==> config.mk <==
export PLATFORM = sky130hd
export DESIGN_NAME = muldiv_controller
export DESIGN_NICKNAME = d
export VERILOG_FILES = /design/src/rtl/muldiv_controller.sv
export SDC_FILE = /design/constraint.sdc
export NUM_CORES = 1
export LEC_CHECK = 0
export ABC_AREA = 1
export BUFFER_PORTS_ARGS = -buffer_cell sky130_fd_sc_hd__buf_4
export CORE_ASPECT_RATIO = 2
export CORE_UTILIZATION = 35
export DETAILED_ROUTE_END_ITERATION = 8
export GPL_TIMING_DRIVEN = 0
export HOLD_SLACK_MARGIN = 0.05
export PLACE_DENSITY_LB_ADDON = 0.05
export SKIP_CTS_REPAIR_TIMING = 1
export SYNTH_ARGS = -nofsm -noshare
export SYNTH_HDL_FRONTEND = slang
export SYNTH_SLANG_ARGS = --single-unit
==> constraint.sdc <==
create_clock -name Clk -period 3.4 [get_ports Clk]
set_clock_uncertainty 0.05 [all_clocks]
set_input_delay 0.34 -clock Clk [delete_from_list [all_inputs] [get_ports Clk]]
set_output_delay 0.34 -clock Clk [all_outputs]
set_load 0.02 [all_outputs]
==> src/rtl/muldiv_controller.sv <==
// Iterative MIPS mult/multu/div/divu unit with HI/LO: result and Done 33 edges after an accepted Start.
// Backpressure: Stall is raised while busy if the pipeline presents a Start, an mfhi/mflo or an mthi/mtlo.
module muldiv_controller (
  input  logic        Clk,
  input  logic        Reset_n,
  input  logic        Start,
  input  logic [1:0]  Op,
  input  logic [31:0] Rs_data,
  input  logic [31:0] Rt_data,
  input  logic        Flush,
  input  logic        HILO_read,
  input  logic [1:0]  HILO_write,
  input  logic [31:0] Write_data,
  output logic [31:0] HI,
  output logic [31:0] LO,
  output logic        Busy,
  output logic        Stall,
  output logic        Done,
  output logic        Div_zero
);

  typedef enum logic [1:0] {IDLE, CALC, FIX} state_t;

  state_t      state_q, state_d;
  logic [4:0]  cnt_q, cnt_d;
  logic [31:0] acc_hi_q, acc_hi_d;
  logic [31:0] acc_lo_q, acc_lo_d;
  logic [31:0] opb_q, opb_d;
  logic        is_div_q, is_div_d;
  logic        neg_lo_q, neg_lo_d;
  logic        neg_hi_q, neg_hi_d;
  logic [31:0] hi_q, hi_d;
  logic [31:0] lo_q, lo_d;
  logic        done_q, done_d;
  logic        dz_q, dz_d;

  logic        start_acc;
  logic        hilo_we;
  logic        is_signed;
  logic [31:0] rs_abs, rt_abs;
  logic [32:0] sum33;
  logic [32:0] shifted33;
  logic        ge;
  logic [63:0] prod;

  assign is_signed = ~Op[0];
  assign rs_abs    = (is_signed && Rs_data[31]) ? (32'd0 - Rs_data) : Rs_data;
  assign rt_abs    = (is_signed && Rt_data[31]) ? (32'd0 - Rt_data) : Rt_data;
  assign sum33     = {1'b0, acc_hi_q} + (acc_lo_q[0] ? {1'b0, opb_q} : 33'd0);
  assign shifted33 = {acc_hi_q, acc_lo_q[31]};
  assign ge        = (shifted33 >= {1'b0, opb_q});
  assign prod      = {acc_hi_q, acc_lo_q};

  always_ff @(posedge Clk or negedge Reset_n) begin
    if (!Reset_n) state_q <= IDLE;
    else          state_q <= state_d;
  end

  always_comb begin
    state_d = state_q;
    case (state_q)
      IDLE:    if (start_acc) state_d = CALC;
      CALC:    if (cnt_q == 5'd31) state_d = FIX;
      FIX:     state_d = IDLE;
      default: state_d = IDLE;
    endcase
  end

  always_comb begin
    Busy      = (state_q != IDLE);
    Stall     = Busy && (Start || HILO_read || (HILO_write != 2'b00));
    start_acc = (state_q == IDLE) && Start && !Flush;
    hilo_we   = (state_q == IDLE) && !Start && !Flush &&
                ((HILO_write == 2'b01) || (HILO_write == 2'b10));
  end

  always_comb begin
    cnt_d    = cnt_q;
    acc_hi_d = acc_hi_q;
    acc_lo_d = acc_lo_q;
    opb_d    = opb_q;
    is_div_d = is_div_q;
    neg_lo_d = neg_lo_q;
    neg_hi_d = neg_hi_q;
    hi_d     = hi_q;
    lo_d     = lo_q;
    done_d   = 1'b0;
    dz_d     = dz_q;
    case (state_q)
      IDLE: begin
        if (start_acc) begin
          cnt_d    = 5'd0;
          dz_d     = 1'b0;
          is_div_d = Op[1];
          neg_lo_d = is_signed && (Rs_data[31] ^ Rt_data[31]);
          neg_hi_d = Op[1] ? (is_signed && Rs_data[31]) : neg_lo_d;
          acc_hi_d = 32'd0;
          acc_lo_d = Op[1] ? rs_abs : rt_abs;
          opb_d    = Op[1] ? rt_abs : rs_abs;
        end else if (hilo_we) begin
          if (HILO_write == 2'b01) lo_d = Write_data;
          else                     hi_d = Write_data;
        end
      end
      CALC: begin
        cnt_d = cnt_q + 5'd1;
        if (is_div_q) begin
          // restoring step: remainder always fits 32 bits, so a 32-bit subtract suffices
          acc_hi_d = ge ? (shifted33[31:0] - opb_q) : shifted33[31:0];
          acc_lo_d = {acc_lo_q[30:0], ge};
        end else begin
          acc_hi_d = sum33[32:1];
          acc_lo_d = {sum33[0], acc_lo_q[31:1]};
        end
      end
      FIX: begin
        done_d = 1'b1;
        if (is_div_q && (opb_q == 32'd0)) begin
          dz_d = 1'b1;
        end else if (is_div_q) begin
          lo_d = neg_lo_q ? (32'd0 - acc_lo_q) : acc_lo_q;
          hi_d = neg_hi_q ? (32'd0 - acc_hi_q) : acc_hi_q;
        end else begin
          {hi_d, lo_d} = neg_lo_q ? (64'd0 - prod) : prod;
        end
      end
      default: ;
    endcase
  end

  always_ff @(posedge Clk or negedge Reset_n) begin
    if (!Reset_n) begin
      cnt_q    <= 5'd0;
      acc_hi_q <= 32'd0;
      acc_lo_q <= 32'd0;
      opb_q    <= 32'd0;
      is_div_q <= 1'b0;
      neg_lo_q <= 1'b0;
      neg_hi_q <= 1'b0;
      hi_q     <= 32'd0;
      lo_q     <= 32'd0;
      done_q   <= 1'b0;
      dz_q     <= 1'b0;
    end else begin
      cnt_q    <= cnt_d;
      acc_hi_q <= acc_hi_d;
      acc_lo_q <= acc_lo_d;
      opb_q    <= opb_d;
      is_div_q <= is_div_d;
      neg_lo_q <= neg_lo_d;
      neg_hi_q <= neg_hi_d;
      hi_q     <= hi_d;
      lo_q     <= lo_d;
      done_q   <= done_d;
      dz_q     <= dz_d;
    end
  end

  assign HI       = hi_q;
  assign LO       = lo_q;
  assign Done     = done_q;
  assign Div_zero = dz_q;

endmodule

==> impl_results.md <==
- Crit path cell chain: inv_1 > nand2_1 > a21oi_1 > inv_1 > a21oi_1 > nand2_1 > nand3_1 > nand3_1 > a21oi_1
- Top cells by instance count after synthesis: 967 x nand2_1, 483 x inv_1, 421 x nor2_1, 342 x nand3_1, 186 x a21oi_1
- Row count: 118
- Worst VDD drop: roughly 810 µV
- Die ar.: 53700 µm²
- Final period utilization: 103%
- Antenna cells: 0
- Syn Inst Count: 3228
- Yosys warnings: 0
- Total power: 0.0251 W
- Routability cong.: 1.07
- Status: finished, violations left
- Pin count of the biggest net entering global routing: between 100 and 150
- Syn_nets: about 3400
- Fraction of final layout cells with drive strength greater than 1: around 8.4%
- Startpoint types: flip-flop
- Rel. slew slack: 9.65%
- Crit path DAT: 3.87 ns
- Post-synthesis sequential area ratio: between 20% and 30%
- Power Dens Cells: 1180 nW/µm²
- Simple-gate share of the synthesized area: a little over two fifths
- Crit end category: flip-flop
- Reg2reg setup slack: -0.12 ns
- Final WS setup: -0.117 ns
- Core Util, Final: 40.9%
- Largest family of logic cells by synthesized area: simple AND/OR/NAND/NOR gates
- Antenna Violating Nets Remaining: 0
- Core Area: around 52000 µm²
- Pleak: 11.0 nW
- Critical path's largest stage delay: 0.73 ns
- Fmax: 284 MHz
- DRC: 0
- Worst reg-to-reg path cell count: 9
- DR vias: 22700
- DR WL/cell: 25.2 µm
- Hold Fails Final Rpt: 0
- Seq cells post-synth: 172
- Top Ports: 173
- Crit path max fanout: 9
- Antenna violations before repair: 1
- Max-cap violation count: 0
- P&R area growth vs syn: 15.2%
- Worst path bufs/invs: 2
- Slowest cell on the critical path: a21oi_1
- Longest Clk Path Bufs: 2
- Htree depth: 4
- Mux contribution to synthesized area: 0%
- Filler instances: between 5000 and 6000
- Worst Tran Pin Value: 1.35 ns
- FF-to-FF Start: acc_hi_q[0]
- Post-synth EDFFs: 0
- Avg Cell Area, Syn: 5.71 µm²
- Starting density of the core: 35.5%
- Tmin final: 3.52 ns
- Final setup viols: 4
- CP most frequent cell: a21oi_1
- Final #Nets: approximately 3600
- GRT overflow: 0
- Clk pin slew, worst setup/hold paths: 0.09 ns
- Max-slew violations: 0
- TritonRoute pass-1 iters: 7
- Top post-synthesis cells by area: dfrtp_1 23%, nand2_1 20%, inv_1 9.8%, nand3_1 9.3%, nor2_1 8.6%
- CTS Sinks: 172
- First-pass GRT wire length: between 100000 and 150000 µm
- Hold path start: Write_data[3]
- RSZ-0062 raised after global routing: false
- Syn Std Cell Area: 18400 µm²
- Worst-Skew Late Latency: about 0.50 ns
- Root Driver: clkbuf_16
- CTS tree: built
- Crit Path Class: flip-flop to flip-flop
- XOR/XNOR share of the synthesized area: 2.61%
- Leading area contributor after synthesis: dfrtp_1
- Post-synth cell types: 47
- Adder-cell share of the synthesized area: 5.10%
- Post-DP HPWL: 86800 µm
- Die W: approximately 160 µm
- Die Y: 327 µm
- Vias/cell: around 5.5
- Placed insts: 4060
- Async SR Flop Fraction: 100%
- Register area: 4300 µm²
- Most common cell in the netlist: nand2_1
- Commonest register cell after synthesis: dfrtp_1
- Port bufs: 171
- CTS Buf Count: 17
- Vias in the first global route: 22200
- Complex-gate fraction of the synthesized area: between 10% and 20%
- Hold EP: HI[3]
- Hold Path Stages: 3
- Violated checks: setup timing
- Crit path max-delay family: compound AO/OA/AOI/OAI gates
- Starting DRC count in detailed routing: 1846
- CP required: 3.76 ns
- Reg-to-Reg End: HI[9]
- Final std cells w/o fill: between 4000 and 5000
- WL final: 103000 µm
- Multi-input logic area: 11800 µm²
- Synth top area share: 23.3%
- GRT Util Overall: between 30% and 40%
- HP Class: primary input to flip-flop
## worst max-delay path by stage
stage	end	slack (ns)	startpoint	cells after the start
after global routing	acc_hi_q[25]	0.01	acc_lo_q[0]	19
after global placement	acc_hi_q[31]	-0.26	acc_lo_q[0]	18
after floorplan	acc_hi_q[29]	0.84	acc_lo_q[0]	19
final	HI[9]	-0.12	acc_hi_q[0]	9
after detailed placement	acc_hi_q[23]	-0.27	acc_lo_q[0]	18
after CTS	acc_hi_q[23]	-0.30	acc_lo_q[0]	18
## where the power goes
group	leakage, nW	switching [W]	internal (W)	total (W)
combinational	8.76	0.0126	0.00566	0.0183
clock	0.300	0.00112	0.00107	0.00219
sequential	1.98	0.00158	0.00308	0.00467
## worst reg2reg max path: cells and delay by family, from the launching register on
kind	cells	cell delay, ns
AOI/OAI and AO/OA	3	1.48
and+or+nand+nor	4	0.84
DFF	1	0.64
buffers and inverters	2	0.42
## layout by cell type, fill, tap and decap left out, drive strengths merged, types with 14 or more instances in the layout
master and instances:
o221ai 14, dfrtp 172, clkbuf 67, a21oi 186, buf 229, nor3 32
a31oi 26, xnor2 19, ha 72, nand4 60, nor2 429, o211ai 26
nand3 346, inv 496, o21ai 165, nand2 970, nand3b 24, xor2 36
## per-stage QoR
step / area (µm²) / hold WS, ns / setup WS [ns] / TNS [ns]
global route: 21200 / 0.127 / 0.0119 / 0
global placement: 20600 / 0.412 / -0.262 / -1.25
floorplan: 18400 / -0.00559 / 0.845 / 0
CTS: 21200 / -0.0963 / -0.296 / -1.51
finish: 21200 / 0.112 / -0.117 / -0.172
detailed placement: 20600 / 0.412 / -0.269 / -1.31
## state kept, by name, indices dropped and copies added, names as in the netlist
name,count
acc_lo_q,32
HI,32
acc_hi_q,32
LO,32
Done,1
neg_lo_q,1
neg_hi_q,1
Div_zero,1
opb_q,32
cnt_q,5
is_div_q,1
state_q,2
## cell families after synthesis
| kind of cell | count (synthesis) |
|---|---|
| AO/OA/AOI/OAI | 445 |
| XOR/XNOR | 55 |
| adder cells (fa/ha/maj) | 74 |
| buffers and inverters | 598 |
| flip-flops | 172 |
| AND/OR/NAND/NOR | 1884 |
## final cells by class
cell class / instances / area share, %
multi-input combinational: 2458 / 55.6
sequential: 172 / 20.3
inverter: 491 / 8.68
timing repair buffer: 173 / 6.25
tap: 660 / 3.89
buffer: 107 / 2.37
clock buffer: 17 / 2.00
clock inverter: 15 / 0.936
## metal layers
metal	GRT usage, %	wire length [µm]
met1	36.9	33500
met2	68.0	51600
met3	5.70	5830
met4	38.2	12000
met5	0	24
Note: power is estimated with default switching activity, not from simulation.
